`src/rtl/uart_rx_loader.sv`:
```
// rtl/uart_rx_loader.sv - 8N1 UART receiver that streams one image into the pooling input BRAM
// and then kicks off pooling.
module uart_rx_loader #(
  parameter int CLKS_PER_BIT = 16,
  parameter int IMG_BYTES    = 4096,
  parameter int ADDR_W       = 12
) (
  input  logic              actual_clock,
  input  logic              reset,
  input  logic              rx,
  output logic              wr_en,
  output logic [ADDR_W-1:0] wr_addr,
  output logic [7:0]        wr_data,
  output logic              start_pooling,
  output logic              load_done,
  output logic              rx_busy,
  output logic              frame_err
);

  localparam int CW = (CLKS_PER_BIT > 1) ? $clog2(CLKS_PER_BIT) : 1;
  localparam logic [CW-1:0]   HALF_M1 = CW'(CLKS_PER_BIT / 2 - 1);
  localparam logic [CW-1:0]   FULL_M1 = CW'(CLKS_PER_BIT - 1);
  localparam logic [ADDR_W:0] LAST    = (ADDR_W + 1)'(IMG_BYTES - 1);

  typedef enum logic [2:0] {R_IDLE, R_START, R_DATA, R_STOP, R_WAIT} r_state_t;
  typedef enum logic [1:0] {L_LOAD, L_START, L_DONE} l_state_t;

  logic rx_meta, rx_s;

  // Both stages reset to idle-high so reset release never looks like a start bit.
  always_ff @(posedge actual_clock or posedge reset) begin
    if (reset) begin
      rx_meta <= 1'b1;
      rx_s    <= 1'b1;
    end else begin
      rx_meta <= rx;
      rx_s    <= rx_meta;
    end
  end

  r_state_t      r_state, r_next;
  logic [CW-1:0] clk_cnt, clk_cnt_n;
  logic [2:0]    bit_idx, bit_idx_n;
  logic [7:0]    shreg, shreg_n;
  logic          byte_valid, byte_valid_n;
  logic          frame_err_n;

  always_ff @(posedge actual_clock or posedge reset) begin
    if (reset) begin
      r_state    <= R_IDLE;
      clk_cnt    <= '0;
      bit_idx    <= '0;
      shreg      <= '0;
      byte_valid <= 1'b0;
      frame_err  <= 1'b0;
    end else begin
      r_state    <= r_next;
      clk_cnt    <= clk_cnt_n;
      bit_idx    <= bit_idx_n;
      shreg      <= shreg_n;
      byte_valid <= byte_valid_n;
      frame_err  <= frame_err_n;
    end
  end

  always_comb begin
    r_next       = r_state;
    clk_cnt_n    = clk_cnt;
    bit_idx_n    = bit_idx;
    shreg_n      = shreg;
    byte_valid_n = 1'b0;
    frame_err_n  = frame_err;
    case (r_state)
      R_IDLE: begin
        if (!rx_s) begin
          r_next    = R_START;
          clk_cnt_n = '0;
        end
      end
      R_START: begin
        if (clk_cnt == HALF_M1) begin
          clk_cnt_n = '0;
          bit_idx_n = '0;
          r_next    = rx_s ? R_IDLE : R_DATA;
        end else begin
          clk_cnt_n = clk_cnt + CW'(1);
        end
      end
      R_DATA: begin
        if (clk_cnt == FULL_M1) begin
          clk_cnt_n = '0;
          shreg_n   = {rx_s, shreg[7:1]};
          bit_idx_n = bit_idx + 3'd1;
          if (bit_idx == 3'd7) r_next = R_STOP;
        end else begin
          clk_cnt_n = clk_cnt + CW'(1);
        end
      end
      R_STOP: begin
        if (clk_cnt == FULL_M1) begin
          clk_cnt_n = '0;
          if (rx_s) begin
            byte_valid_n = 1'b1;
            r_next       = R_IDLE;
          end else begin
            frame_err_n = 1'b1;
            r_next      = R_WAIT;
          end
        end else begin
          clk_cnt_n = clk_cnt + CW'(1);
        end
      end
      // A break holds the line low; wait for idle so it is not taken as a new start.
      R_WAIT: begin
        if (rx_s) r_next = R_IDLE;
      end
      default: r_next = R_IDLE;
    endcase
  end

  assign rx_busy = (r_state == R_START) || (r_state == R_DATA) || (r_state == R_STOP);

  l_state_t          l_state, l_next;
  logic [ADDR_W:0]   cnt, cnt_n;
  logic              wr_en_n, start_pooling_n, load_done_n;
  logic [ADDR_W-1:0] wr_addr_n;
  logic [7:0]        wr_data_n;

  always_ff @(posedge actual_clock or posedge reset) begin
    if (reset) begin
      l_state       <= L_LOAD;
      cnt           <= '0;
      wr_en         <= 1'b0;
      wr_addr       <= '0;
      wr_data       <= '0;
      start_pooling <= 1'b0;
      load_done     <= 1'b0;
    end else begin
      l_state       <= l_next;
      cnt           <= cnt_n;
      wr_en         <= wr_en_n;
      wr_addr       <= wr_addr_n;
      wr_data       <= wr_data_n;
      start_pooling <= start_pooling_n;
      load_done     <= load_done_n;
    end
  end

  always_comb begin
    l_next          = l_state;
    cnt_n           = cnt;
    wr_en_n         = 1'b0;
    wr_addr_n       = wr_addr;
    wr_data_n       = wr_data;
    start_pooling_n = 1'b0;
    load_done_n     = load_done;
    case (l_state)
      L_LOAD: begin
        if (byte_valid) begin
          wr_en_n   = 1'b1;
          wr_addr_n = cnt[ADDR_W-1:0];
          wr_data_n = shreg;
          cnt_n     = cnt + (ADDR_W + 1)'(1);
          if (cnt == LAST) l_next = L_START;
        end
      end
      L_START: begin
        start_pooling_n = 1'b1;
        l_next          = L_DONE;
      end
      // Image complete: later bytes are still received but never written.
      L_DONE: begin
        load_done_n = 1'b1;
      end
      default: l_next = L_LOAD;
    endcase
  end

endmodule

```
`config.mk`:
```
export PLATFORM = sky130hd
export DESIGN_NAME = uart_rx_loader
export DESIGN_NICKNAME = d
export VERILOG_FILES = /design/src/rtl/uart_rx_loader.sv
export SDC_FILE = /design/constraint.sdc
export NUM_CORES = 1
export LEC_CHECK = 0
export ABC_AREA = 1
export ABC_CLOCK_PERIOD_IN_PS = 2100
export CAP_MARGIN = 20
export CELL_PAD_IN_SITES_DETAIL_PLACEMENT = 0
export CELL_PAD_IN_SITES_GLOBAL_PLACEMENT = 1
export CORE_ASPECT_RATIO = 0.5
export CORE_MARGIN = 8
export CORE_UTILIZATION = 38
export CTS_CLUSTER_DIAMETER = 60
export DETAILED_ROUTE_END_ITERATION = 7
export PLACE_DENSITY_LB_ADDON = 0.1
export SLEW_MARGIN = 40
export SYNTH_ARGS = -nofsm -noshare
export SYNTH_HDL_FRONTEND = slang
export SYNTH_SLANG_ARGS = --single-unit
```
`constraint.sdc`:
```
create_clock -name actual_clock -period 2.1 [get_ports actual_clock]
set_clock_uncertainty 0.15 [all_clocks]
set_input_delay 0.63 -clock actual_clock [delete_from_list [all_inputs] [get_ports actual_clock]]
set_output_delay 0.63 -clock actual_clock [all_outputs]
set_load 0.01 [all_outputs]
```
Word level (Yosys, flattened, before mapping)
Cells that the tools add are included.

Bits in registers: 60. Input port bits: 3. Output and inout port bits: 25. Word-level logic and storage cells: 77.

$add $sub $neg: 3. Eq/ne operators: 18. Muxes and demuxes: 25. Bitwise operators: 2. Reduce and logical (&&, ||, !) cells: 14.

Operator list (count): two-way mux 3 bit (9); inequality test 2 bit, second input constant (8); one-hot mux 3 bit (5 select lines) (1); adder 13 x 1 -> 13 bit, second input constant (1); == test 13 x 12 -> 1 bit, second input constant (1); two-way mux 4 bit (3); one-hot mux 4 bit (3 select lines) (1); AND reduction 3 bit (3); == test 3 x 2 -> 1 bit, second input constant (2); == test 3 bit, second input constant (2); two-way mux 1 bit (6); two-way mux 2 bit (3); one-hot mux 2 bit (3 select lines) (1); one-hot mux 3 bit (2 select lines) (1); AND reduction 2 bit (3); AND reduction 6 bit (1); adder 4 x 1 -> 4 bit, second input constant (1); == test 4 x 3 -> 1 bit, second input constant (1); == test 4 bit, second input constant (1); adder 3 x 1 -> 3 bit, second input constant (1); == test 3 x 1 -> 1 bit, second input constant (1); zero test 3 bit (1); nonzero test 3 bit (1); == test 2 x 1 -> 1 bit, second input constant (1); 6 further kinds (8).

Longest topological paths before layout
Gate-level depths: netlist (run 1).

Depth in word-level cells: 4. Gate-level depth with buffers: 9. Depth with buffers taken out: 8.

Worst setup path after synthesis (run 1)
No wires, ideal clock.

Kind: reg2out. Start: reg r_state[2]. End: out rx_busy. Arrival time: 0.741 ns. Path slack: 0.579 ns. Cell stages (with the launch flop): 5. Buffers on the path: 1. Path through: dfrtp_1 > buf_6 > inv_2 > nand2_1 > nand2_2.

Word-level cells in the longest chain between the ends: 3. Elaborated cells between the ends (all ways): 5. Those cells by class: eq/ne: 3; reduce/logical: 2.

RTL lines: from (decl) (RTL line 41) `r_state_t r_state, r_next;`; from (signal assigned) (RTL line 57) `r_state <= r_next;`; == test 3 x 1 -> 1 bit / == test 3 x 2 -> 1 bit (equally long branches) (RTL line 121) `assign rx_busy = (r_state == R_START) || (r_state == R_DATA) || (r_state == R_STOP);`; logical OR 1 bit (RTL line 121); logical OR 1 bit * (RTL line 121); to (decl) (RTL line 16) `output logic rx_busy,`.

Every way passes the cells marked *; elsewhere a longest branch is shown, timed or not.

Worst setup path after layout (run 1)
Start: reg wr_addr[0]. End: out wr_addr[0].

RTL lines: from (decl) (RTL line 12) `output logic [ADDR_W-1:0] wr_addr,`; from (signal assigned) (RTL line 142) `wr_addr <= wr_addr_n;`.

No word-level cell between the ends.

==> results of run 1 <==
## placed cells by master (no fill, tap or decap), drive strengths merged
cell type / synthesis / routed
a21oi: 1 / 1
a31oi: 1 / 1
buf: 5 / 9
clkbuf: 2 / 13
clkdlybuf4s15: 0 / 1
clkdlybuf4s50: 0 / 26
clkinv: 0 / 2
clkinvlp: 0 / 1
dfrtp: 58 / 58
dfstp: 2 / 2
ha: 4 / 4
inv: 31 / 30
nand2: 107 / 107
nand3: 15 / 15
nand3b: 2 / 2
nand4: 6 / 6
nor2: 23 / 23
nor3: 4 / 4
nor4: 1 / 1
o21ai: 27 / 27
xnor2: 1 / 1
xor2: 7 / 7
## worst register-to-register path: cells and delay by family, from the launching register on
family / cells / cell delay [ns]
simple gates: 5 / 0.62
compound gates: 1 / 0.05
fa+ha+maj: 1 / 0.24
buf+inv: 1 / 0.16
flops: 1 / 0.38
## registers in the layout, summed over array words and instances (netlist names)
signal	count
wr_addr	12
cnt	13
clk_cnt	4
bit_idx	3
rx_s	1
r_state	3
start_pooling	1
l_state	2
load_done	1
rx_meta	1
shreg	8
wr_en	1
frame_err	1
byte_valid	1
wr_data	8
## timing repair
| item | CTS | global route |
|---|---|---|
| endpoints found under the setup margin | 1 | 1 |
| setup buffers | 0 | 2 |
| pin swaps | 0 | 0 |
| resized for setup | 1 | 1 |
## layout make-up
cell class | count | share of cell area
Inverter | 31 | 0.0358
Tap cell | 92 | 0.0343
Multi-Input combinational cell | 199 | 0.293
Clock buffer | 13 | 0.0776
Timing Repair Buffer | 36 | 0.108
Sequential cell | 60 | 0.448
Clock inverter | 2 | 0.00298
## cell families (layout without fill, tap and decap cells)
family / count (synthesis) / in the layout / share of synthesized area
compound gates: 29 / 29 / 0.0693
xor+xnor: 8 / 8 / 0.0264
fa+ha+maj: 4 / 4 / 0.0189
buf+inv: 38 / 82 / 0.0627
flops: 60 / 60 / 0.567
simple gates: 158 / 158 / 0.256
## power groups by stage
| stage | Clock [mW] | Combinational (mW) | Sequential, mW |
|---|---|---|---|
| final | 1.32 | 0.453 | 1.25 |
| after global placement | 0 | 0.435 | 1.26 |
| after global routing | 1.42 | 0.510 | 1.26 |
| after detailed placement | 0 | 0.437 | 1.27 |
| after floorplan | 0 | 0.293 | 1.27 |
| after CTS | 1.37 | 0.430 | 1.25 |
## path summary, 6_finish.rpt
| path | end | slack [ns] | depth (start not counted) |
|---|---|---|---|
| min in group asynchronous | frame_err | 0.47 | 2 |
| worst max-delay path | wr_addr[0] | 0.1 | 1 |
| worst min-delay path | rx_s | 0.20 | 0 |
| worst max register to register | bit_idx[0] | 0.39 | 8 |
| max in group asynchronous | wr_addr[1] | 0.90 | 3 |
| worst min register to register | rx_s | 0.20 | 0 |
## stage by stage
stage	instances	total power [mW]	setup slack (ns)	util
floorplan	297	1.57	0.579	-
global placement	416	1.70	0.139	0.456
detailed placement	416	1.71	0.134	0.456
CTS	431	3.05	0.0350	0.496
global route	433	3.19	0.00887	0.499
finish	433	3.03	0.0956	0.499
## per-layer routing
layer / up-vias / global-route usage
li1: 1015 / -
met1: 948 / 0.139
met2: 25 / 0.180
met3: 10 / 0.0692
met4: 0 / 0.0518
met5: - / 0
==> results_dict.tcl, run 1 <==
set metrics [dict create \
    status "complete, no violations" \
    antenna_found_initial 0 \
    p_switching_mw 0.803 \
    wl_per_cell_um 12.2 \
    cts_tree "done" \
    ys_async_sr_fraction 1.00 \
    yosysSeqAreaShare 0.567 \
    crit_fanout 2 \
    slowest_stage "clkdlybuf4s50_1" \
    synthTopCellsByArea "dfrtp_1 (55%), nand2_1 (15%), inv_1 (3.7%)" \
    dieArea_um2 10100 \
    final_area_um2 3350 \
    grt_start_max_net_pins 28 \
    ys_top_cells_by_count "nand2_1 (103), dfrtp_1 (58), inv_1 (26), nor2_1 (21), o21ai_0 (17)" \
    seq_area_um2 1500 \
    slew-limit-headroom 0.781 \
    start_util 0.394 \
    max_cap_violations 0 \
    p_comb_frac 0.150 \
    pwr-share-clk 0.437 \
    fin_crit_sh 0.954 \
    synth_edf_count 0 \
    multiInputGateArea_um2 982 \
    cts_max_level 3 \
    path_buf_inv 1 \
    drc 0 \
    grt_pass1_wl_um 9170 \
    synth_top_area_cell "dfrtp_1" \
    cts_root_buffer "clkbuf_16" \
    io_buffers 27 \
    startpoint_type "register" \
    synthMostInstantiatedCell "nand2_1" \
    syn_area_um2 2650 \
    die_h_um 75.1 \
    r2r_start "clk_cnt[1]" \
    tightest_slew_ns 0.327 \
    min_period_ns 2.00 \
    nets 344 \
    intPower_mw 2.23 \
    rows 21 \
    setup-tns-final_ns 0 \
    highest_layer "met4" \
    startpoint "wr_addr[0]" \
    synth_top_area_share 0.547 \
    gp_congestion 0.791 \
    cp_data_required_time_ns 1.32 \
    routed_wl_um 5300 \
    num_antenna_cells 0 \
    arrival_ns 1.22 \
    place_area_um2 3070 \
    overflow 0 \
    grtUsageTotal 0.120 \
    ir_worst_vdd_uv 560 \
    p_sw_frac 0.265 \
    slowest_delay_ns 0.54 \
    synthFlopType "dfrtp_1" \
    drt-met1-wl_um 2540 \
    clock_latency_ns 0.33 \
    syn-num-nets 304 \
    synth_seq_cells 60 \
    met2_length_um 2350 \
    path_clk_slew_ns 0.05 \
    first_pass_iters 4 \
    via_count 1998 \
    rsz0062_at_grt "no" \
    grt_pass1_vias 1934 \
    netlist_instances 297 \
    met3WireLength_um 331 \
    finalHoldViolCount 0 \
    maxSlewViolCount 0 \
    power_density_nw_per_um2 903 \
    numClockSinks 60 \
    holdWs_ns 0.204 \
    seqPwrFrac 0.413 \
    coreArea_um2 6730 \
    postCtsHoldBufs 0 \
    nFillCells 661 \
    avgSynthCellArea_um2 8.93 \
    min_path_type "register to register" \
    synth.distinct_cells 27 \
    drtAntennaViolNets 0 \
    crit_family "buffers and inverters" \
    first_iter_violations 130 \
    cts_made_buffers 9 \
    crit_chain "clkdlybuf4s50_1" \
    leakagePower_nw 1.63 \
    setup_viol 0 \
    yosysWarnings 0 \
    end_kind "primary output" \
    drive_gt1_frac 0.141 \
    clk_path_buf_depth 2 \
    fmaxAchievable_mhz 499 \
    area_growth_pct 26.5 \
    die_x_um 134 \
    path_class "register to primary output" \
    pin_count 28 \
    hold_start "rx_meta" \
    dpl.hpwl_um 3770 \
    via_per_inst 4.61 \
]
Power figures use the tool's default switching activity.
==> inputs of run 2 (changes only) <==
Settings changed: TNS_END_PERCENT set to 30.
==> results of run 2 <==
No change in the layout: final DEF, timing and power equal those of run 1.
==> inputs of run 3 (changes only) <==
Settings changed: TNS_END_PERCENT 30 to 20.
==> results of run 3 <==
No change in the layout: final DEF, timing and power equal those of run 1.
==> patch 1, RTL diff (settings of run 1) <==
Register the output `start_pooling` once more; this adds one clock of latency there. The other outputs are not delayed to match.
--- a/src/rtl/uart_rx_loader.sv
+++ b/src/rtl/uart_rx_loader.sv
@@ -24,6 +24,8 @@
 
   typedef enum logic [2:0] {R_IDLE, R_START, R_DATA, R_STOP, R_WAIT} r_state_t;
   typedef enum logic [1:0] {L_LOAD, L_START, L_DONE} l_state_t;
+
+  logic start_pooling_s0;
 
   logic rx_meta, rx_s;
 
@@ -133,7 +135,7 @@
       wr_en         <= 1'b0;
       wr_addr       <= '0;
       wr_data       <= '0;
-      start_pooling <= 1'b0;
+      start_pooling_s0 <= 1'b0;
       load_done     <= 1'b0;
     end else begin
       l_state       <= l_next;
@@ -141,7 +143,7 @@
       wr_en         <= wr_en_n;
       wr_addr       <= wr_addr_n;
       wr_data       <= wr_data_n;
-      start_pooling <= start_pooling_n;
+      start_pooling_s0 <= start_pooling_n;
       load_done     <= load_done_n;
     end
   end
@@ -176,5 +178,9 @@
     endcase
   end
 
+  always_ff @(posedge actual_clock) begin
+    start_pooling <= start_pooling_s0;
+  end
+
 endmodule
 
Formal check against the unedited RTL: same outputs for any inputs over 10 cycles, from zero or initial values and one cycle with reset high; that may be too few to reach the edited logic, so the function may still have changed.
==> patch 1 against run 1 <==
  * Wire length shrank 1.2%
  * Via count grew 2.0%
  * Design area shrank 0.45%
  * Synthesized cell count up 0.34%
  * Critical path depth stayed put
  * Area after synthesis up 0.75%
  * Worst setup slack got worse by 2.7 ps
  * First-iteration DRC count is 12% lower
  * Worst hold slack worse by 9.9 ps
  * Total power fell by 0.48%
  * Non-clock buffer count shrank 3
  * Sequential cell count grew 1
==> patch 1: results (changes against run 1) <==
port bufs=27 (unchanged); CP arrival=approximately 1200 ps; post-synthesis xor/xnor area fraction=2.62% (was 2.64%); ANT cells=0 (unchanged); crit path max fanout=2 (unchanged); ranking of synthesized cells by area=dfrtp_1 54%, nand2_1 14%, inv_1 3.7% (was dfrtp_1 55%, nand2_1 15%, inv_1 3.7%); 1st-iter DRT viols=115 (was 130); Max clock buf depth=2 (unchanged); cell family with most CP delay=buffers and inverters (unchanged); Synth Flop Type=dfrtp_1 (unchanged); worst r2r src=clk_cnt[0] (was clk_cnt[1]); Inst Count DP=416 (unchanged); Finished Layout Cells=432 (was 433); share of cells above drive strength 1=13.8% (was 14.1%); Skew-Pair Late Insertion Delay=330 ps (about the same); status=complete, no violations (unchanged); Worst-Margin Slew=328 ps (was 327 ps); Post-Syn Nets=305 (was 304); vias in the first global route=1,994 (was 1,934); pin count of the biggest net entering global routing=55 (was 28); Synth cell types=28 (was 27); gr usage total=12.1% (was 12.0%); Final GP Congestion=0.854 (was 0.791); post-synthesis compound-gate area fraction=6.88% (was 6.93%); worst slack at placement=130 ps (was 134 ps); biggest regs=cnt x13, wr_addr x12 (unchanged); slowest CP cell=clkdlybuf4s50_1 (unchanged); htree depth=3 (unchanged); Critical Path Source=wr_addr[0] (unchanged); clock root buffer=clkbuf_16 (unchanged); DP Wirelength=3730 µm (was 3770 µm); cell count after synthesis=298 (was 297); CP max stage delay=550 ps; Leak Pwr=0.00162 µW (was 0.00163 µW); Synth Area in Adders=1.87% (was 1.89%); Final Slew Violations=0 (unchanged); global-route wire length before repair=9290 µm (was 9170 µm); synth cell count leaders=103 x nand2_1, 58 x dfrtp_1, 26 x inv_1, 21 x nor2_1, 17 x o21ai_0 (unchanged); Num CTS Buffers=9 (unchanged); fillers=620 (was 661); initial antenna violation count=0 (unchanged); Peak VDD IR=0.500 mV (was 0.560 mV); number of nets in the layout=342 (was 344); sequential share of the synthesized area=57.0% (was 56.7%); Hold WC Path Type=flip-flop to flip-flop (unchanged); fraction of registers with async set/reset=98.4% (was 100%); Reg clk slew, reported paths=50 ps (about the same); # Post-CTS Setup Buffers=0 (unchanged); Hold Crit Start=start_pooling_s0 (was rx_meta); drt pass-1 iters=4 (unchanged); post-DR vias/cell=4.72 (was 4.61); routed wire length=5230 µm (was 5300 µm); mux share of post-synthesis cell area=0% (unchanged)
-- patch 1: per-stage QoR --
step                      hold slack [ps]  cell area [µm²]
final                                 194             3340
after global routing                  206             3340
after CTS                             203             3340
after detailed placement              181             3070
after global placement                180             3070
after floorplan                       174             2680
-- patch 1: cell type report --
class / count / area share, %
timing repair buffer: 33 / 9.67
multi-input combinational: 199 / 29.4
sequential: 61 / 45.7
clock inverter: 2 / 0.300
tap: 92 / 3.45
clock buffer: 14 / 7.91
inverter: 31 / 3.60
-- patch 1: logic make-up (layout without fill, tap and decap cells) --
group                      Yosys count  count (layout)
AOI/OAI and AO/OA                   29              29
xor gates and xnor gates             8               8
adders and majority gates            4               4
buffers and inverters               38              80
DFF                                 61              61
and+or+nand+nor                    158             158
-- patch 1: where the power goes --
part	switching, µW	total [µW]	internal (µW)	leakage (µW)
registers	45.0	1270	1230	0.000833
logic	271	414	143	0.000652
clock network	472	1330	856	0.000137
-- patch 1: per-layer routing --
layer | up-vias | part of all wire [%] | global-route usage (%)
met1 | 970 | 46 | 13.2
met4 | 0 | 1.4 | 4.69
met5 | - | 0 | 0
li1 | 1017 | - | -
met2 | 38 | 47 | 19.3
met3 | 12 | 6.1 | 7.04
-- patch 1: final timing paths --
kind | endpoint | slack [ps] | depth (start not counted)
max | wr_addr[0] | 90 | 1
min | start_pooling | 190 | 0
max reg2reg | bit_idx[0] | 410 | 8
min reg2reg | start_pooling | 190 | 0
max in group asynchronous | bit_idx[0] | 870 | 3
min in group asynchronous | r_state[2] | 430 | 2
-- patch 1: repair_timing --
item                       in CTS  in global routing
setup endpoints to repair       1                  1
resized for setup               1                  3
hold buffers                    0                  0
==> patch 2, RTL diff (config.mk and constraints of run 1) <==
Without the edit above. Change the parameter `ADDR_W` from 12 to 13.
--- a/src/rtl/uart_rx_loader.sv
+++ b/src/rtl/uart_rx_loader.sv
@@ -3,7 +3,7 @@
 module uart_rx_loader #(
   parameter int CLKS_PER_BIT = 16,
   parameter int IMG_BYTES    = 4096,
-  parameter int ADDR_W       = 12
+  parameter int ADDR_W       = 13
 ) (
   input  logic              actual_clock,
   input  logic              reset,
Interface: changed (resized wr_addr); port bits go from 28 to 29. The function was not compared with the original's and may differ.
==> patch 2 against run 1 <==
  * Area after synthesis about the same
  * Count of clock-buffer cells in the layout up 1
  * Core utilization up 0.30 points
  * Design area up 0.60%
  * Via count up 0.85%
  * Worst setup slack worse by 20 ps
  * Wire length up 2.3%
  * Critical path depth unchanged
  * Total power down 1.0%
  * Sequential cell count up 2
  * Sequential power up 5%
  * Combinational power down 21%
  * Critical path type unchanged
  * Critical endpoint is now wr_data[6]
==> patch 2: results (changes against run 1) <==
drt pass-1 iters=4 (unchanged); ANT cells=0 (unchanged); met2 Use GR=19.3% (was 18.0%); global-route met1 utilization=14.0% (was 13.9%); post-DR vias/cell=4.65 (was 4.61); fillers=671 (was 661); pin count of the biggest net entering global routing=39 (was 28); # Post-CTS Setup Buffers=0 (unchanged); Post-DP Area=3100 µm² (was 3070 µm²); Synth Flop Type=dfrtp_1 (unchanged); Hold WC Path Type=flip-flop to flip-flop (unchanged); Post-Syn Nets=304 (unchanged); Final GP Congestion=0.854 (was 0.791); fraction of registers with async set/reset=100% (unchanged); Slew headroom=71.9% (was 78.1%); Reg clk slew, reported paths=50 ps (about the same); gr usage total=12.2% (was 12.0%); CP max stage delay=560 ps (was 540 ps); sequential share of the synthesized area=58.5% (was 56.7%); clock root buffer=clkbuf_16 (unchanged); htree depth=3 (unchanged); Max clock buf depth=2 (unchanged); share of cells above drive strength 1=9.68% (was 14.1%); ranking of synthesized cells by area=dfrtp_1 57%, nand2_1 13%, o21ai_0 5.3% (was dfrtp_1 55%, nand2_1 15%, inv_1 3.7%); routed wire length=5420 µm (was 5300 µm); slowest CP cell=clkdlybuf4s50_1 (unchanged); 1st-iter DRT viols=102 (was 130); global-route wire length before repair=9450 µm (was 9170 µm); biggest regs=cnt x14, wr_addr x13 (was cnt x13, wr_addr x12); initial antenna violation count=0 (unchanged); Syn. warnings=0 (unchanged); CP arrival=1240 ps (was 1220 ps); synth cell count leaders=95 x nand2_1, 60 x dfrtp_1, 35 x inv_1, 28 x o21ai_0, 18 x nor2_1 (was 103 x nand2_1, 58 x dfrtp_1, 26 x inv_1, 21 x nor2_1, 17 x o21ai_0); status=complete, no violations (unchanged); number of nets in the layout=344 (unchanged); Skew-Pair Late Insertion Delay=330 ps (about the same); crit path max fanout=2 (unchanged); Num CTS Buffers=9 (unchanged); Synth cell types=27 (unchanged); vias in the first global route=2,006 (was 1,934); Fin Hold WS=205 ps (was 204 ps); Leak Pwr=0.00164 µW (was 0.00163 µW); routing usage on met3=6.39% (was 6.92%); Peak VDD IR=0.399 mV (was 0.560 mV); port bufs=28 (was 27); cell family with most CP delay=buffers and inverters (unchanged); DP Wirelength=3980 µm (was 3770 µm); R2R Setup Slk=420 ps (was 390 ps)
patch 2: power by group:
part | switching [µW] | internal [µW] | total [µW]
sequential | 62.4 | 1250 | 1310
clock | 476 | 853 | 1330
combinational | 213 | 143 | 356
patch 2: area by class of cell:
type                            instances  area [µm²]  share of cell area (%)
Clock inverter                          1        5.00                   0.148
Tap cell                               92         115                    3.41
Timing Repair Buffer                   35         357                    10.6
Sequential cell                        62        1560                    46.1
Clock buffer                           14         264                    7.82
Inverter                               37         143                    4.23
Multi-Input combinational cell        192         936                    27.7
patch 2: cell families (layout without fill, tap and decap cells):
family / count (synthesis) / after routing / synth area share (%)
compound gates: 33 / 33 / 6.31
fa+ha+maj: 4 / 4 / 1.89
buf+inv: 43 / 87 / 6.50
flops: 62 / 62 / 58.5
xor+xnor: 7 / 7 / 2.31
simple gates: 148 / 148 / 24.5
patch 2: per-layer routing:
metal	wire, µm	share of wire, %
met5	0	0
met1	2600	48
met3	319	5.9
met4	57	1.1
met2	2440	45
patch 2: what timing repair did:
action / CTS / global route
setup endpoints to repair: 1 / 1
gates resized for setup: 1 / 3
pin swaps: 0 / 0
patch 2: stage by stage:
stage / TNS [ps] / setup slack (ps) / std cells
CTS: 0 / 1.17 / 433
global route: -2.53 / -2.53 / 433
detailed placement: 0 / 128 / 418
global placement: 0 / 164 / 418
floorplan: 0 / 576 / 297
finish: 0 / 75.5 / 433
patch 2: path summary, 6_finish.rpt:
check / cells after the start / end / startpoint
setup / recovery: 1 / wr_data[6] / wr_data[6]
hold reg to reg: 0 / rx_s / rx_meta
setup reg to reg: 8 / bit_idx[2] / clk_cnt[0]
min in group asynchronous: 2 / shreg[4] / reset
max in group asynchronous: 3 / clk_cnt[1] / reset
hold / removal: 0 / rx_s / rx_meta
